**src/rtl/serial_addsub_pkg.sv**
```systemverilog
// Shared definitions for the bit-serial adder/subtractor:
// FSM state encoding, operation encodings and a counter-width helper.
package serial_addsub_pkg;

   // Controller states
   typedef enum logic [1:0] {
      IDLE  = 2'd0,
      SHIFT = 2'd1,
      DONE  = 2'd2
   } state_t;

   // Operation select values for the op input
   localparam logic OP_ADD = 1'b0;
   localparam logic OP_SUB = 1'b1;

   // Bits needed for a counter that must reach the value w without wrapping
   function automatic int cnt_bits(input int w);
      return (w < 2) ? 1 : $clog2(w + 1);
   endfunction

endpackage : serial_addsub_pkg

```
**src/rtl/serial_addsub_fa_cell.sv**
```systemverilog
// One-bit full adder used as the single arithmetic element of the
// bit-serial datapath.
module fa_cell (
   input  logic a,
   input  logic b,
   input  logic ci,
   output logic s,
   output logic co
);

   assign s  = a ^ b ^ ci;
   assign co = (a & b) | (ci & (a ^ b));

endmodule : fa_cell

```
**src/rtl/serial_addsub.sv**
```systemverilog
// Bit-serial adder/subtractor. Operands are captured on an accepted start,
// one bit pair is processed per SHIFT cycle through a single full adder,
// and the result/flags are committed with a one-cycle done pulse.
// Subtraction is a + ~b + 1 (inverted operand, carry seeded with 1).
// Optional feature: define SERIAL_ADDSUB_OVF_EN to build the two's-complement
// overflow flag; without it overflow is tied to 0 and its logic is absent.
module serial_addsub
   import serial_addsub_pkg::*;
#(
   parameter int WIDTH = 4
) (
   input  logic             clk,
   input  logic             rst_n,
   input  logic             start,
   input  logic             op,
   input  logic [WIDTH-1:0] a,
   input  logic [WIDTH-1:0] b,
   output logic             busy,
   output logic             done,
   output logic [WIDTH-1:0] result,
   output logic             cout,
   output logic             overflow
);

   localparam int CNT_W = cnt_bits(WIDTH);
   localparam logic [CNT_W-1:0] LAST_CNT = CNT_W'(WIDTH - 1);

   state_t             state_q, state_d;
   logic [WIDTH-1:0]   a_sh_q, a_sh_d;
   logic [WIDTH-1:0]   b_sh_q, b_sh_d;
   logic [WIDTH-1:0]   sum_sh_q, sum_sh_d;
   logic               carry_q, carry_d;
   logic [CNT_W-1:0]   cnt_q, cnt_d;
   logic               busy_q, busy_d;
   logic               done_q, done_d;
   logic [WIDTH-1:0]   result_q, result_d;
   logic               cout_q, cout_d;
`ifdef SERIAL_ADDSUB_OVF_EN
   logic               ovf_pend_q, ovf_pend_d;
   logic               ovf_q, ovf_d;
`endif

   logic fa_s;
   logic fa_co;

   // Single full adder working on the current operand LSBs
   fa_cell u_fa (
      .a  (a_sh_q[0]),
      .b  (b_sh_q[0]),
      .ci (carry_q),
      .s  (fa_s),
      .co (fa_co)
   );

   // Next-state and datapath update for the serial controller
   always_comb begin
      state_d  = state_q;
      a_sh_d   = a_sh_q;
      b_sh_d   = b_sh_q;
      sum_sh_d = sum_sh_q;
      carry_d  = carry_q;
      cnt_d    = cnt_q;
      done_d   = 1'b0;
      result_d = result_q;
      cout_d   = cout_q;
`ifdef SERIAL_ADDSUB_OVF_EN
      ovf_pend_d = ovf_pend_q;
      ovf_d      = ovf_q;
`endif

      case (state_q)
         IDLE: begin
            if (start) begin
               a_sh_d  = a;
               b_sh_d  = b ^ {WIDTH{op}};
               carry_d = (op == OP_SUB);
               cnt_d   = '0;
               state_d = SHIFT;
            end
         end

         SHIFT: begin
            sum_sh_d = {fa_s, sum_sh_q[WIDTH-1:1]};
            a_sh_d   = a_sh_q >> 1;
            b_sh_d   = b_sh_q >> 1;
            carry_d  = fa_co;
            cnt_d    = cnt_q + CNT_W'(1);
            if (cnt_q == LAST_CNT) begin
`ifdef SERIAL_ADDSUB_OVF_EN
               // carry into the MSB is carry_q on this final step
               ovf_pend_d = carry_q ^ fa_co;
`endif
               state_d = DONE;
            end
         end

         DONE: begin
            // Commit the finished word and flags together with the pulse
            result_d = sum_sh_q;
            cout_d   = carry_q;
`ifdef SERIAL_ADDSUB_OVF_EN
            ovf_d    = ovf_pend_q;
`endif
            done_d   = 1'b1;
            state_d  = IDLE;
         end

         default: begin
            state_d = IDLE;
         end
      endcase

      busy_d = (state_d == SHIFT);
   end

   // State and registered outputs; reset aborts any operation in flight
   always_ff @(posedge clk) begin
      if (!rst_n) begin
         state_q  <= IDLE;
         a_sh_q   <= '0;
         b_sh_q   <= '0;
         sum_sh_q <= '0;
         carry_q  <= 1'b0;
         cnt_q    <= '0;
         busy_q   <= 1'b0;
         done_q   <= 1'b0;
         result_q <= '0;
         cout_q   <= 1'b0;
`ifdef SERIAL_ADDSUB_OVF_EN
         ovf_pend_q <= 1'b0;
         ovf_q      <= 1'b0;
`endif
      end else begin
         state_q  <= state_d;
         a_sh_q   <= a_sh_d;
         b_sh_q   <= b_sh_d;
         sum_sh_q <= sum_sh_d;
         carry_q  <= carry_d;
         cnt_q    <= cnt_d;
         busy_q   <= busy_d;
         done_q   <= done_d;
         result_q <= result_d;
         cout_q   <= cout_d;
`ifdef SERIAL_ADDSUB_OVF_EN
         ovf_pend_q <= ovf_pend_d;
         ovf_q      <= ovf_d;
`endif
      end
   end

   assign busy   = busy_q;
   assign done   = done_q;
   assign result = result_q;
   assign cout   = cout_q;
`ifdef SERIAL_ADDSUB_OVF_EN
   assign overflow = ovf_q;
`else
   assign overflow = 1'b0;
`endif

endmodule : serial_addsub

```
**config.mk**
```make
export PLATFORM = sky130hd
export DESIGN_NAME = serial_addsub
export DESIGN_NICKNAME = d
export VERILOG_FILES = /design/src/rtl/serial_addsub_pkg.sv /design/src/rtl/serial_addsub_fa_cell.sv /design/src/rtl/serial_addsub.sv
export SDC_FILE = /design/constraint.sdc
export NUM_CORES = 1
export LEC_CHECK = 0
export CAP_MARGIN = 20
export CORE_MARGIN = 5
export CORE_UTILIZATION = 40
export DETAILED_ROUTE_END_ITERATION = 10
export PLACE_DENSITY = 0.66
export SYNTH_ARGS = -nofsm -noshare
export SYNTH_HDL_FRONTEND = slang
export SYNTH_SLANG_ARGS = --single-unit
```
**constraint.sdc**
```tcl
create_clock -name clk -period 1.1 [get_ports clk]
set_input_delay 0.275 -clock clk [delete_from_list [all_inputs] [get_ports clk]]
set_output_delay 0.275 -clock clk [all_outputs]
set_load 0.01 [all_outputs]
```
# == After elaboration in Yosys (flattened, before gate mapping) ==
# Index checks and enable logic that the tools add are counted.
# word_totals
ff_bits,25
input_bits,12
out_inout_bits,8
elab_cells,37
# classes
add_sub_neg,1
eq_ne,5
n_mux,12
bitwise,6
reduce_logical,3
# ops
operator,count
$pmux 4 s2,2
$mux 4,2
$pmux 3 s2,1
$eq 2x1->1 const B,2
$mux 2,2
$pmux 2 s2,1
$xor 4x4->4,1
$add 3x1->3 const B,1
$eq 3x2->1 const B,1
$mux 3,1
$and 1x1->1,2
$eq 2x2->1 const B,1
$logic_not 2->1,1
$mux 1,2
$ne 2x2->1 const B,1
$pmux 1 s2,1
$reduce_and 2->1,1
$reduce_bool 2->1,1
$xor 1x1->1,2
$or 1x1->1,1

# == Depth between registers and ports, before layout ==
# Gate-level depths: netlist of the first run.
# depth
depth_word,4
mapped_depth,5
ltp_nobuf,4

# == By module ==
# A second synthesis of the first run with hierarchy kept.
# unflattened
cells_unflattened,108
hier_area_um2,1036.0
# by_module_without_submodules
mod,n_inst,cells_per_inst,area_per_inst_um2,seq_area_each_um2
serial_addsub,1,107,1016.0,500.5
fa_cell,1,1,20.0,0.0

# == Least setup slack after synthesis of the first run ==
# Ideal clock, no wire load.
# synth_path
kind,register to register
from,reg cnt_q[0]
to,reg cnt_q[2]
setup_ns,0.115
t_arrival_ns,0.943
required_time_ns,0.985
path_slack_ns,0.042
path_stages_with_launch,5
n_path_buf,0
synth_period_minus_slack_ns,1.058
path_cell_list,dfxtp_1 > ha_1 > ha_1 > o22ai_1 > and2_1
# synth_between
elab_chain_cells,2
# synth_lines
element,line,source
start: declaration,serial_addsub.sv:33,"logic [CNT_W-1:0] cnt_q, cnt_d;"
start signal: assignment,serial_addsub.sv:139,cnt_q <= cnt_d;
$add 3x1->3,serial_addsub.sv:87,cnt_d = cnt_q + CNT_W'(1);
$pmux 3 s2,serial_addsub.sv:71,case (state_q)
# Every way passes these cells.
# A chain may end at the register's enable or synchronous reset.

# == Worst setup path in the final report of the first run ==
# layout_path
from,reg carry_q
to,reg carry_q
# layout_between
elab_chain_cells,3
# layout_lines
element,line,source
start: declaration,serial_addsub.sv:32,"logic carry_q, carry_d;"
start signal: assignment,serial_addsub.sv:138,carry_q <= carry_d;
$and 1x1->1,serial_addsub_fa_cell.sv:12,assign co = (a & b) | (ci & (a ^ b));
$or 1x1->1,serial_addsub_fa_cell.sv:12,
$pmux 1 s2,serial_addsub.sv:71,
# Every way passes these cells.

==> results_dict.tcl, run 1 <==
set metrics [dict create \
    via_count 868 \
    p_sw_mw 0.383 \
    worst_ep_arrival_time_ps 1300 \
    synth.top_cells.by_area "dfxtp_1 47%, nor2b_1 5.9%, mux2i_1 5.7%" \
    antenna_found_initial 0 \
    numCtsBuffers 3 \
    rsz0062_at_grt "yes" \
    start_util 0.423 \
    required_ps 1300 \
    place_inst 160 \
    finalCriticalPeriod_ps 1100 \
    layout.cells.non_filler 170 \
    yosysSeqAreaShare 0.473 \
    place_area_sq_um 1330 \
    drc_errors 0 \
    core_sq_um 2500 \
    mostFrequentLayoutCell "dfxtp_1" \
    root_buffer "clkbuf_4" \
    drt_pass1_iterations 2 \
    portBuffers 18 \
    hold_class "reg -> reg" \
    ctsHoldBuffers 0 \
    crit_path_end_kind "flop" \
    drv_slew 0 \
    ys_ff_latch 25 \
    status "completed" \
    dieArea_sq_um 3770 \
    yosys_warnings 0 \
    grt_max_degree 25 \
    cts_sinks 25 \
    drt-total-wl_microns 2050 \
    clk_pin_slew_ps 130 \
    wl_per_cell_microns 12.1 \
    synth_top_area_cell "dfxtp_1" \
    fin_area_sq_um 1420 \
    synth_edf_count 0 \
    antennaDiodeCount 0 \
    clock_skew_ps 2.41 \
    swShare 0.239 \
    final_nets 156 \
    grt_pass1_vias 808 \
    grt_pass1_wl_microns 3390 \
    yosysUniqueCellTypes 28 \
    num-fill-cells 235 \
    gp_congestion 0.786 \
    area_growth_syn_to_layout_pct 34.3 \
    synth_area_sq_um 1060 \
    path_cells "fa_1 > o22ai_1 > a21oi_1" \
    syn-num-nets 124 \
    die_w_microns 61.4 \
    crit_path_top_delay_cell "fa_1" \
    setup-violations-final 0 \
    drt_iter0_drc 6 \
    die_h_microns 61.4 \
    p_seq_frac 0.608 \
    synth_cells 109 \
    synthArstFlopShare 0 \
    ctsHtreeMaxLevel 1 \
    start_kind "flop" \
    grt_overflow 0 \
    fin_crit_sh 0.998 \
    synthFlopType "dfxtp_1" \
    clk_latency_ps 300 \
    yosysTopAreaCellShare 0.473 \
    combPwrFrac 0.144 \
    power.share.clock 0.248 \
    cpPeakStageDelay_ps 410 \
    grtUsageTotal 0.121 \
    viasPerCell 5.11 \
    drtAntennaViolNets 0 \
    power_leakage_nw 0.573 \
    dp_hpwl_microns 1490 \
    worstSetupPathType "reg -> reg" \
    avgSynthCellArea_sq_um 9.70 \
    ir_drop_v 0.000631 \
    ioPinCount 20 \
    final_cell_mix "16 x dfxtp_1, 14 x buf_4, 10 x nand2_1, 10 x clkdlybuf4s50_1, 8 x nor2b_1" \
    worst-path-max-fanout 2 \
    layout-drive-gt1-share 0.321 \
    power.internal_mw 1.22 \
    cts_tree "done" \
    clockBufferDepth 2 \
    p_per_area_nw_per_um2 1130 \
    rows 18 \
    cap_violations 0 \
    timing_hold_violations_final 0 \
    fmax_mhz 911 \
]
[critical path: cells and delay by family, from the launching register on]
| kind | cells | cell delay [ps] |
|---|---|---|
| AOI/OAI and AO/OA | 2 | 230 |
| adders and majority gates | 1 | 410 |
| DFF | 1 | 350 |
[layer usage]
layer  vias to the layer above  global-route usage  share of wire
met4                         0              0.0545          0.018
met2                        18               0.202           0.49
met5                         -                   0              0
met1                       413               0.148           0.44
li1                        433                   -              -
met3                         4              0.0294          0.055
[synth_stat cells, drive strengths merged, types with 4 or more instances]
master,number
dfxtp,25
nand2,11
nor2b,10
mux2i,6
buf,5
o22ai,5
a21boi,4
a21oi,4
nand3,4
o21ai,4
[final timing paths]
check               from     endpoint  slack, ps  depth (start not counted)
max              carry_q      carry_q          2                          3
min          sum_sh_q[0]  sum_sh_q[0]        470                          2
max reg2reg      carry_q      carry_q          2                          3
min reg2reg  sum_sh_q[0]  sum_sh_q[0]        470                          2
[final cells by class]
type | count | area, sq um | area share
inverter | 3 | 11.3 | 0.00793
sequential | 25 | 517 | 0.364
tap | 30 | 37.5 | 0.0264
timing repair buffer | 35 | 295 | 0.208
clock buffer | 4 | 26.3 | 0.0185
multi-input combinational | 73 | 533 | 0.375
[through the flow]
stage	setup slack, ps	util	total power [mW]	hold WS (ps)	TNS [ps]
global route	-55.5	0.568	1.69	499	-132
detailed placement	-338	0.530	1.21	450	-5470
floorplan	42.0	-	1.11	435	0
global placement	-311	0.530	1.21	449	-4920
finish	2.19	0.568	1.60	466	0
CTS	1.80	0.545	1.61	468	0
[power by group through the flow]
stage                     combinational (mW)  sequential [mW]  clock, mW
after floorplan                        0.131            0.984          0
after global placement                 0.219            0.992          0
after detailed placement               0.221            0.992          0
after CTS                              0.220            0.972      0.418
after global routing                   0.257            0.979      0.456
final                                  0.231            0.973      0.397
[cells by family (layout without fill, tap and decap cells)]
logic type,count (synthesis),in the layout,synth area share
flip-flops,25,25,0.473
AO/OA/AOI/OAI,25,25,0.161
multiplexers,6,6,0.0568
buffers and inverters,11,42,0.0533
AND/OR/NAND/NOR,34,34,0.176
XOR/XNOR,4,4,0.0331
adder cells (fa/ha/maj),3,3,0.0426
other,1,1,0.00355
[state kept, by name (all words and copies together), names as in the netlist]
name / flops
a_sh_q: 4
sum_sh_q: 4
carry_q: 1
cnt_q: 3
cout: 1
b_sh_q: 4
state_q: 2
done: 1
result: 4
busy: 1
[what timing repair did]
item | 4_1_cts | 5_1_grt
setup endpoints to repair | 18 | 16
pin swaps | 0 | 2
resized for setup | 35 | 16
buffers inserted | 5 | 1
(Power assumes the default switching activity.)
==> run 2, diff against run 1 <==
--- a/config.mk
+++ b/config.mk
@@ -5,7 +5,6 @@
 export SDC_FILE = /design/constraint.sdc
 export NUM_CORES = 1
 export LEC_CHECK = 0
-export CAP_MARGIN = 20
 export CORE_MARGIN = 5
 export CORE_UTILIZATION = 40
 export DETAILED_ROUTE_END_ITERATION = 10
==> results of run 2 <==
The final DEF is identical to that of run 1; final timing and power are the same.
==> run 3, diff against run 2 <==
--- a/config.mk
+++ b/config.mk
@@ -8,7 +8,8 @@
 export CORE_MARGIN = 5
 export CORE_UTILIZATION = 40
 export DETAILED_ROUTE_END_ITERATION = 10
-export PLACE_DENSITY = 0.66
+export PLACE_DENSITY_LB_ADDON = 0.2
+export SKIP_LAST_GASP = 1
 export SYNTH_ARGS = -nofsm -noshare
 export SYNTH_HDL_FRONTEND = slang
 export SYNTH_SLANG_ARGS = --single-unit
==> run 3 against run 2 <==
  * The flow now finishes with violations (negative setup slack)
  * Largest power group unchanged
  * Critical endpoint is now b_sh_q[0]
  * Die area unchanged
  * Count of clock-buffer cells in the layout decreased by 1
  * Critical path depth increased by 1
==> results_dict.tcl, run 3 (synthesis gave the netlist of run 1 again) <==
set metrics [dict create \
    status "complete, but fails checks" \
    failed_checks "negative setup slack" \
    cpLargestDelayFamily "buffers and inverters" \
    fin_area_sq_um 1450 \
    layout.cells.non_filler 168 \
    drtAntennaViolNets 0 \
    final_cell_mix "14 x dfxtp_1, 13 x buf_4, 11 x nand2_1, 11 x clkdlybuf4s50_1" \
    dp_slack_ps -338 \
    grt_max_degree 27 \
    layout-drive-gt1-share 0.348 \
    worst-path-max-fanout 4 \
    portBuffers 18 \
    rows 18 \
    core_sq_um 2500 \
    wl_per_cell_microns 12.5 \
    clk_pin_slew_ps 140 \
    ir_drop_v 0.000684 \
    cpPeakStageDelay_ps 570 \
    antennaDiodeCount 0 \
    grt_pass1_vias 816 \
    fin_crit_sh 1.03 \
    antenna_found_initial 0 \
    path_cells "clkdlybuf4s50_1 > nor3b_4 > nand2_1 > o211ai_1" \
    drt_pass1_iterations 4 \
    drc_errors 0 \
    power_leakage_nw 0.560 \
    drt-total-wl_microns 2110 \
    required_ps 1360 \
    final_nets 154 \
    clockBufferDepth 2 \
    via_count 847 \
    worstSetupPathType "in -> reg" \
    p_per_area_nw_per_um2 1130 \
    place_area_sq_um 1350 \
    numCtsBuffers 3 \
    cts_tree "done" \
    cap_violations 0 \
    root_buffer "clkbuf_4" \
    setup-violations-final 5 \
    place_inst 162 \
    dp_hpwl_microns 1460 \
    dieArea_sq_um 3770 \
    crit_path_end_kind "flop" \
    timing_hold_violations_final 0 \
    finalCriticalPeriod_ps 1130 \
    worst_ep_arrival_time_ps 1390 \
    clk_latency_ps 320 \
    ioPinCount 20 \
    grt_pass1_wl_microns 3360 \
    grtUsageTotal 0.121 \
    grt_overflow 0 \
    crit_path_top_delay_cell "clkdlybuf4s50_1" \
    start_util 0.423 \
    rsz0062_at_grt "yes" \
    ctsHtreeMaxLevel 1 \
    viasPerCell 5.04 \
    clock_skew_ps 5.20 \
    fmax_mhz 882 \
    p_total_mw 1.64 \
    drv_slew 0 \
    die_w_microns 61.4 \
    start_kind "input port" \
    cts_sinks 25 \
    drt_iter0_drc 11 \
    fin_ws_ps -33.6 \
    area_growth_syn_to_layout_pct 36.7 \
    die_h_microns 61.4 \
    setup-tns-final_ps -88.4 \
    hold_class "reg -> reg" \
    gp_congestion 0.798 \
    mostFrequentLayoutCell "dfxtp_1" \
    critical_path_buf_inv_count 1 \
]
[run 3: where the power goes]
group,internal (mW),switching [mW],leakage [nW]
clock network,0.136,0.278,0.0177
logic,0.141,0.107,0.333
registers,0.947,0.0274,0.209
total,1.22,0.413,0.560
[run 3: timing repair]
item	4_1_cts	5_1_grt
pin swaps	2	5
setup endpoints to repair	18	23
resized for setup	39	20
setup buffers	1	2
hold buffers	0	0
[run 3: final cells by class]
type | count | area, sq um
multi-input combinational | 73 | 547
fill | 223 | 1050
inverter | 3 | 11.3
sequential | 25 | 517
clock buffer | 3 | 22.5
timing repair buffer | 33 | 305
tap | 30 | 37.5
clock inverter | 1 | 5.00
[run 3: per-stage QoR]
step / utilization / hold WS [ps]
6_report: 0.578 / 472
5_1_grt: 0.578 / 502
4_1_cts: 0.539 / 479
3_5_place_dp: 0.541 / 461
3_3_place_gp: 0.541 / 446
2_1_floorplan: - / 435
[run 3: worst register-to-register path, stage by stage, from the launching register on]
cell	delay, ps
dfxtp_2	350
fa_2	560
nand2_1	50
a21boi_1	110
[run 3: path summary, 6_finish.rpt]
path / slack, ps / end / cells after the start / from
max reg2reg: -20 / sum_sh_q[3] / 3 / a_sh_q[0]
min reg2reg: 470 / sum_sh_q[0] / 2 / sum_sh_q[0]
min: 470 / sum_sh_q[0] / 2 / sum_sh_q[0]
max: -30 / b_sh_q[0] / 4 / start
[run 3: layer usage]
layer  track usage  share of wire
met1         0.154           0.46
met2         0.193           0.47
met3        0.0252          0.047
met4        0.0636          0.024
met5             0              0
